<file path="src/rtl/pixel_sensor_ctrl_pkg.sv">
// Shared configuration for the pixel sensor: array geometry, sequencer defaults
// and the frame controller state encoding.
package PixelSensorConfig;

  localparam int unsigned PIXEL_ARRAY_HEIGHT = 4;
  localparam int unsigned PIXEL_ARRAY_WIDTH  = 4;
  localparam int unsigned PIXEL_BITS         = 8;
  localparam int unsigned ERASE_CYCLES       = 5;
  localparam int unsigned READ_ROW_CYCLES    = 5;

  typedef enum logic [2:0] {
    IDLE,
    ERASE,
    EXPOSE,
    CONVERT,
    READ,
    HOLD
  } ctrl_state_t;

endpackage

</file>
<file path="src/rtl/pixel_sensor_ctrl_ramp.sv">
// Ramp counter driving the in-pixel latches; registered output.
// PIXEL_CTRL_GRAY_RAMP_EN selects a Gray-coded ramp instead of plain binary.
module ramp_generator #(
  parameter int unsigned PIXEL_BITS = PixelSensorConfig::PIXEL_BITS
) (
  input  logic                  clk,
  input  logic                  reset,
  input  logic                  enable_i,
  input  logic                  clear_i,
  output logic [PIXEL_BITS-1:0] ramp_o
);

  logic [PIXEL_BITS-1:0] cnt_q;
  logic [PIXEL_BITS-1:0] cnt_d;
  logic [PIXEL_BITS-1:0] code_d;

  // Clear wins so the ramp returns to zero on the last conversion cycle.
  always_comb begin
    cnt_d = cnt_q;
    if (clear_i) begin
      cnt_d = '0;
    end else if (enable_i) begin
      cnt_d = cnt_q + PIXEL_BITS'(1);
    end
  end

`ifdef PIXEL_CTRL_GRAY_RAMP_EN
  assign code_d = cnt_d ^ (cnt_d >> 1);
`else
  assign code_d = cnt_d;
`endif

  always_ff @(posedge clk) begin
    if (reset) begin
      cnt_q  <= '0;
      ramp_o <= '0;
    end else begin
      cnt_q  <= cnt_d;
      ramp_o <= code_d;
    end
  end

endmodule

</file>
<file path="src/rtl/pixel_sensor_ctrl.sv">
// Frame controller: erase, expose, ramp conversion and row readout with a
// valid/ready row stream. Ramp coding follows PIXEL_CTRL_GRAY_RAMP_EN.
module pixel_sensor_ctrl #(
  parameter int unsigned ROWS            = PixelSensorConfig::PIXEL_ARRAY_HEIGHT,
  parameter int unsigned COLS            = PixelSensorConfig::PIXEL_ARRAY_WIDTH,
  parameter int unsigned PIXEL_BITS      = PixelSensorConfig::PIXEL_BITS,
  parameter int unsigned ERASE_CYCLES    = PixelSensorConfig::ERASE_CYCLES,
  parameter int unsigned READ_ROW_CYCLES = PixelSensorConfig::READ_ROW_CYCLES
) (
  input  logic                                      clk,
  input  logic                                      reset,
  input  logic                                      start,
  input  logic                                      continuous,
  input  logic [15:0]                               expose_cycles,
  output logic                                      busy,
  output logic                                      frame_done,
  output logic                                      erase,
  output logic                                      expose,
  output logic                                      convert,
  output logic [ROWS-1:0]                           read,
  output logic [PIXEL_BITS-1:0]                     ramp_count,
  input  logic [COLS*PIXEL_BITS-1:0]                row_data,
  output logic [COLS*PIXEL_BITS-1:0]                out_data,
  output logic [((ROWS > 1) ? $clog2(ROWS) : 1)-1:0] out_row,
  output logic                                      out_valid,
  input  logic                                      out_ready
);

  import PixelSensorConfig::*;

  localparam int unsigned ROW_W     = (ROWS > 1) ? $clog2(ROWS) : 1;
  localparam int unsigned CNT_W     = (PIXEL_BITS + 1 > 16) ? PIXEL_BITS + 1 : 16;
  localparam int unsigned CONV_LAST = (2 ** PIXEL_BITS) - 1;

  ctrl_state_t      state_q;
  logic [CNT_W-1:0] cnt_q;
  logic [15:0]      expose_len_q;
  logic [ROW_W-1:0] row_q;

  logic             phase_end_c;
  logic [15:0]      expose_latch_c;
  logic             ramp_en_c;
  logic             ramp_clr_c;

  // Zero exposure is promoted to a single cycle.
  assign expose_latch_c = (expose_cycles == 16'd0) ? 16'd1 : expose_cycles;

  // High in the final cycle of each timed phase.
  always_comb begin
    phase_end_c = 1'b0;
    case (state_q)
      ERASE:   phase_end_c = (cnt_q == CNT_W'(ERASE_CYCLES - 1));
      EXPOSE:  phase_end_c = (cnt_q == CNT_W'(expose_len_q - 16'd1));
      CONVERT: phase_end_c = (cnt_q == CNT_W'(CONV_LAST));
      READ:    phase_end_c = (cnt_q == CNT_W'(READ_ROW_CYCLES - 1));
      default: phase_end_c = 1'b0;
    endcase
  end

  assign ramp_en_c  = (state_q == CONVERT);
  assign ramp_clr_c = (state_q == CONVERT) && phase_end_c;

  ramp_generator #(
    .PIXEL_BITS(PIXEL_BITS)
  ) u_ramp (
    .clk      (clk),
    .reset    (reset),
    .enable_i (ramp_en_c),
    .clear_i  (ramp_clr_c),
    .ramp_o   (ramp_count)
  );

  always_ff @(posedge clk) begin
    if (reset) begin
      state_q      <= IDLE;
      cnt_q        <= '0;
      expose_len_q <= 16'd1;
      row_q        <= '0;
      busy         <= 1'b0;
      frame_done   <= 1'b0;
      erase        <= 1'b0;
      expose       <= 1'b0;
      convert      <= 1'b0;
      read         <= '0;
      out_data     <= '0;
      out_row      <= '0;
      out_valid    <= 1'b0;
    end else begin
      frame_done <= 1'b0;
      case (state_q)
        IDLE: begin
          if (start) begin
            state_q      <= ERASE;
            busy         <= 1'b1;
            erase        <= 1'b1;
            cnt_q        <= '0;
            expose_len_q <= expose_latch_c;
          end
        end
        ERASE: begin
          if (phase_end_c) begin
            state_q <= EXPOSE;
            erase   <= 1'b0;
            expose  <= 1'b1;
            cnt_q   <= '0;
          end else begin
            cnt_q <= cnt_q + CNT_W'(1);
          end
        end
        EXPOSE: begin
          if (phase_end_c) begin
            state_q <= CONVERT;
            expose  <= 1'b0;
            convert <= 1'b1;
            cnt_q   <= '0;
          end else begin
            cnt_q <= cnt_q + CNT_W'(1);
          end
        end
        CONVERT: begin
          if (phase_end_c) begin
            state_q <= READ;
            convert <= 1'b0;
            read    <= ROWS'(1);
            row_q   <= '0;
            cnt_q   <= '0;
          end else begin
            cnt_q <= cnt_q + CNT_W'(1);
          end
        end
        READ: begin
          if (phase_end_c) begin
            state_q   <= HOLD;
            read      <= '0;
            out_data  <= row_data;
            out_row   <= row_q;
            out_valid <= 1'b1;
            cnt_q     <= '0;
          end else begin
            cnt_q <= cnt_q + CNT_W'(1);
          end
        end
        HOLD: begin
          if (out_ready) begin
            out_valid <= 1'b0;
            cnt_q     <= '0;
            if (row_q == ROW_W'(ROWS - 1)) begin
              frame_done <= 1'b1;
              if (continuous) begin
                state_q      <= ERASE;
                erase        <= 1'b1;
                expose_len_q <= expose_latch_c;
              end else begin
                state_q <= IDLE;
                busy    <= 1'b0;
              end
            end else begin
              state_q <= READ;
              row_q   <= row_q + ROW_W'(1);
              read    <= ROWS'(1) << (row_q + ROW_W'(1));
            end
          end
        end
        default: state_q <= IDLE;
      endcase
    end
  end

endmodule

</file>
<file path="config.mk">
export PLATFORM = sky130hd
export DESIGN_NAME = pixel_sensor_ctrl
export DESIGN_NICKNAME = d
export VERILOG_FILES = /design/src/rtl/pixel_sensor_ctrl_pkg.sv /design/src/rtl/pixel_sensor_ctrl_ramp.sv /design/src/rtl/pixel_sensor_ctrl.sv
export SDC_FILE = /design/constraint.sdc
export NUM_CORES = 1
export LEC_CHECK = 0
export ABC_AREA = 1
export CAP_MARGIN = 15
export CELL_PAD_IN_SITES_DETAIL_PLACEMENT = 1
export CELL_PAD_IN_SITES_GLOBAL_PLACEMENT = 2
export CORE_MARGIN = 2
export CORE_UTILIZATION = 29
export DETAILED_ROUTE_END_ITERATION = 6
export HOLD_SLACK_MARGIN = 0.12
export PLACE_DENSITY = 0.81
export SYNTH_ARGS = -nofsm -noshare
export SYNTH_HDL_FRONTEND = slang
export SYNTH_SLANG_ARGS = --single-unit
</file>
<file path="constraint.sdc">
create_clock -name clk -period 3.4 [get_ports clk]
set_clock_uncertainty 0.1 [all_clocks]
set_input_delay 0.68 -clock clk [delete_from_list [all_inputs] [get_ports clk]]
set_output_delay 0.68 -clock clk [all_outputs]
set_load 0.005 [all_outputs]
</file>
==> run summary <==
drt pass-1 iters = 4
Setup Fix Bufs, Post-CTS = 0
Die Span Y = 132 µm
CP endpoint kind = register
DR WL/cell = 15.7 µm
routed vias = 5,004
vias in the first global route = 5,279
setup slack at placement = 0.265 ns
Max Fanout on Critical Path = 22
initial antenna violation count = 0
area of the multi-input gates = 2570 µm²
mapped cell area = 4750 µm²
crit path time final = 3.02 ns
clock root cell = clkbuf_16
# IOs = 105
Port-buffer cells = 104
final core utilization = 39.5%
TNS Setup = 0 ns
fin crit share = 88.8%
Synth top area share = 37.5%
via/cell ratio = 4.90
final wirelength = 16.0 mm
CTS Sinks = 89
worst slew pin tran = 0.713 ns
YS warnings = 0
share of layout cells above drive strength 1 = 5.59%
CTS tree = done
FF+latch area = 1780 µm²
CTS H-tree depth = 3
Lkg Pwr = 2.47 nW
Seq cells post-synth = 89
cell taking the most area after synthesis = dfxtp_1
final hold violation count = 0
Placer Congestion = 0.871
kind of critical path = register to register
Synthesized Nets = 763
clk buf depth = 2
Seq/Total Area, Yosys = 37.5%
Design Power = 0.00402 W
clock slew at reported path FFs = 0.07 ns
first-pass GRT wire length = 26.5 mm
Total GRT Usage = 18.6%
worst reg2reg path depth = 14
Avg Cell Area, Syn = 6.76 µm²
Initial DRC Count = 176
RSZ-0062 raised after global routing = false
FMAX = 0.331 GHz
area grow syn2layout = 32.4%
Routed Antenna Nets = 0
DRC Markers = 0
cells along the critical path = inv_1, ha_1, nand2_1, nor2_1, nand3_1, nand4_1, nand2_1, nor2_1, nand2_1, nor2_2, nand2_4, nor2_8, o21ai_0, nor2_1
outcome = complete, no violations
Worst Path Required = 3.59 ns
post-synthesis cell type count = 36
CP peak stage delay = 0.37 ns
peak supply drop = 0.000294 V
Final Net Count = 860
Core Region = 15,900 µm²
Die X = 132 µm
gr ovfl total = 0
hold_buf cts = 0
Rel. slew slack = 52.3%
pwr dens = 640 nW/µm²
Synth area leaders = dfxtp_1 38%, nand2_1 11%, nor2_1 7.6%
Setup Viol. Count Final = 0
Resize count post-CTS = 0
worst skew pair latency = 0.36 ns
CTS Buf Count = 9
full die area = 17,400 µm²
final-report max-slew violation count = 0
CP max-delay cell = nor2_8
post-route setup slack = 0.382 ns
crit path launch type = register
worst hold path class = register to register
row count = 46
largest net degree at the start of global routing = 46
initial core utilization = 29.8%
max-cap violations = 0
Hold Path Stages = 2
ant diodes = 0
Synth Instances = 703
crit path DAT = 3.21 ns
HPWL after DPL = 12.1 mm
filler cell count = 2,020
flip-flops by register name, indices dropped and copies added, names as in the netlist, 2 cells and up:
name / count
state_q: 3
out_data: 32
u_ramp.ramp_o: 8
read: 4
expose_len_q: 16
out_row: 2
cnt_q: 16
row_q: 2
per-layer routing:
metal  track usage [%]  up-vias  wire length, µm  share of wire (%)
met3              6.73       12             1130                7.1
met1              22.7     2368             7250                 45
li1                  -     2535                -                  -
met5                 0        -                0                  0
met2              31.2       89             7460                 47
met4              4.77        0              173                1.1
synthesized netlist by cell type (all sizes together):
master and instances:
and2 1, nor4 6, nor2 101, inv 62
o21ai 61, a31oi 1, ha 7, nor3b 1
nand3b 4, a41oi 1, nor3 43, clkinv 1
a221oi 1, clkbuf 12, dfxtp 89, xor2 11
nand2 146, o21bai 3, nand4 26, a21oi 44
nand3 59, buf 17, or2 2, a211oi 4
final timing paths:
check / startpoint / to / slack, ns
worst max-delay path: expose_len_q[0] / out_data[24] / 0.38
worst min-delay path: convert / convert / 0.36
worst max register to register: expose_len_q[0] / out_data[24] / 0.38
worst min register to register: convert / convert / 0.36
critical path: cells and delay by family, from the launching register on:
family,cells,cell delay (ns)
and+or+nand+nor,11,1.89
DFF,1,0.34
buffers and inverters,1,0.14
adders and majority gates,1,0.33
AOI/OAI and AO/OA,1,0.14
kinds of logic (layout without fill, tap and decap cells):
| logic type | Yosys count | after routing | share of synthesized area [%] |
|---|---|---|---|
| and+or+nand+nor | 389 | 390 | 37.2 |
| AOI/OAI and AO/OA | 115 | 115 | 12.9 |
| buffers and inverters | 92 | 193 | 8.51 |
| DFF | 89 | 89 | 37.5 |
| xor gates and xnor gates | 11 | 11 | 2.03 |
| adders and majority gates | 7 | 7 | 1.84 |
stage by stage:
| step | std cells | instance area [µm²] | hold slack [ns] |
|---|---|---|---|
| finish | 1021 | 6290 | 0.359 |
| global route | 1021 | 6290 | 0.383 |
| CTS | 1019 | 6260 | 0.365 |
| detailed placement | 1003 | 5960 | 0.357 |
| global placement | 1003 | 5960 | 0.355 |
| floorplan | 703 | 4750 | 0.346 |
report_power, final:
part	leakage [nW]	internal (W)	total (W)	switching, W
Sequential	0.722	0.00117	0.00128	0.000116
Combinational	1.61	0.000593	0.00172	0.00113
Clock	0.144	0.000547	0.00102	0.000469
Total	2.47	0.00231	0.00402	0.00172
placed cells by master (no fill, tap or decap), types with 2 or more instances in the layout:
cell               n
nand2_1          141
clkdlybuf4s50_1  104
nor2_1            96
dfxtp_1           89
nand3_1           59
inv_1             58
a21oi_1           44
nor3_1            43
o21ai_0           31
o21ai_1           29
nand4_1           26
xor2_1            11
clkbuf_16          9
buf_4              9
ha_1               7
nor4_1             6
inv_2              4
nand3b_1           4
a211oi_1           4
nor2_4             3
nand2_2            3
o21bai_1           3
nor2_2             2
or2_2              2
clkbuf_8           2
clkinv_4           2
layout make-up:
type | count | share of cell area (%)
clock inverter | 5 | 0.716
sequential | 89 | 28.3
tap | 216 | 4.30
multi-input combinational | 523 | 40.9
inverter | 63 | 3.76
timing repair buffer | 114 | 17.9
clock buffer | 11 | 4.02
Note: power is estimated with default switching activity, not from simulation.
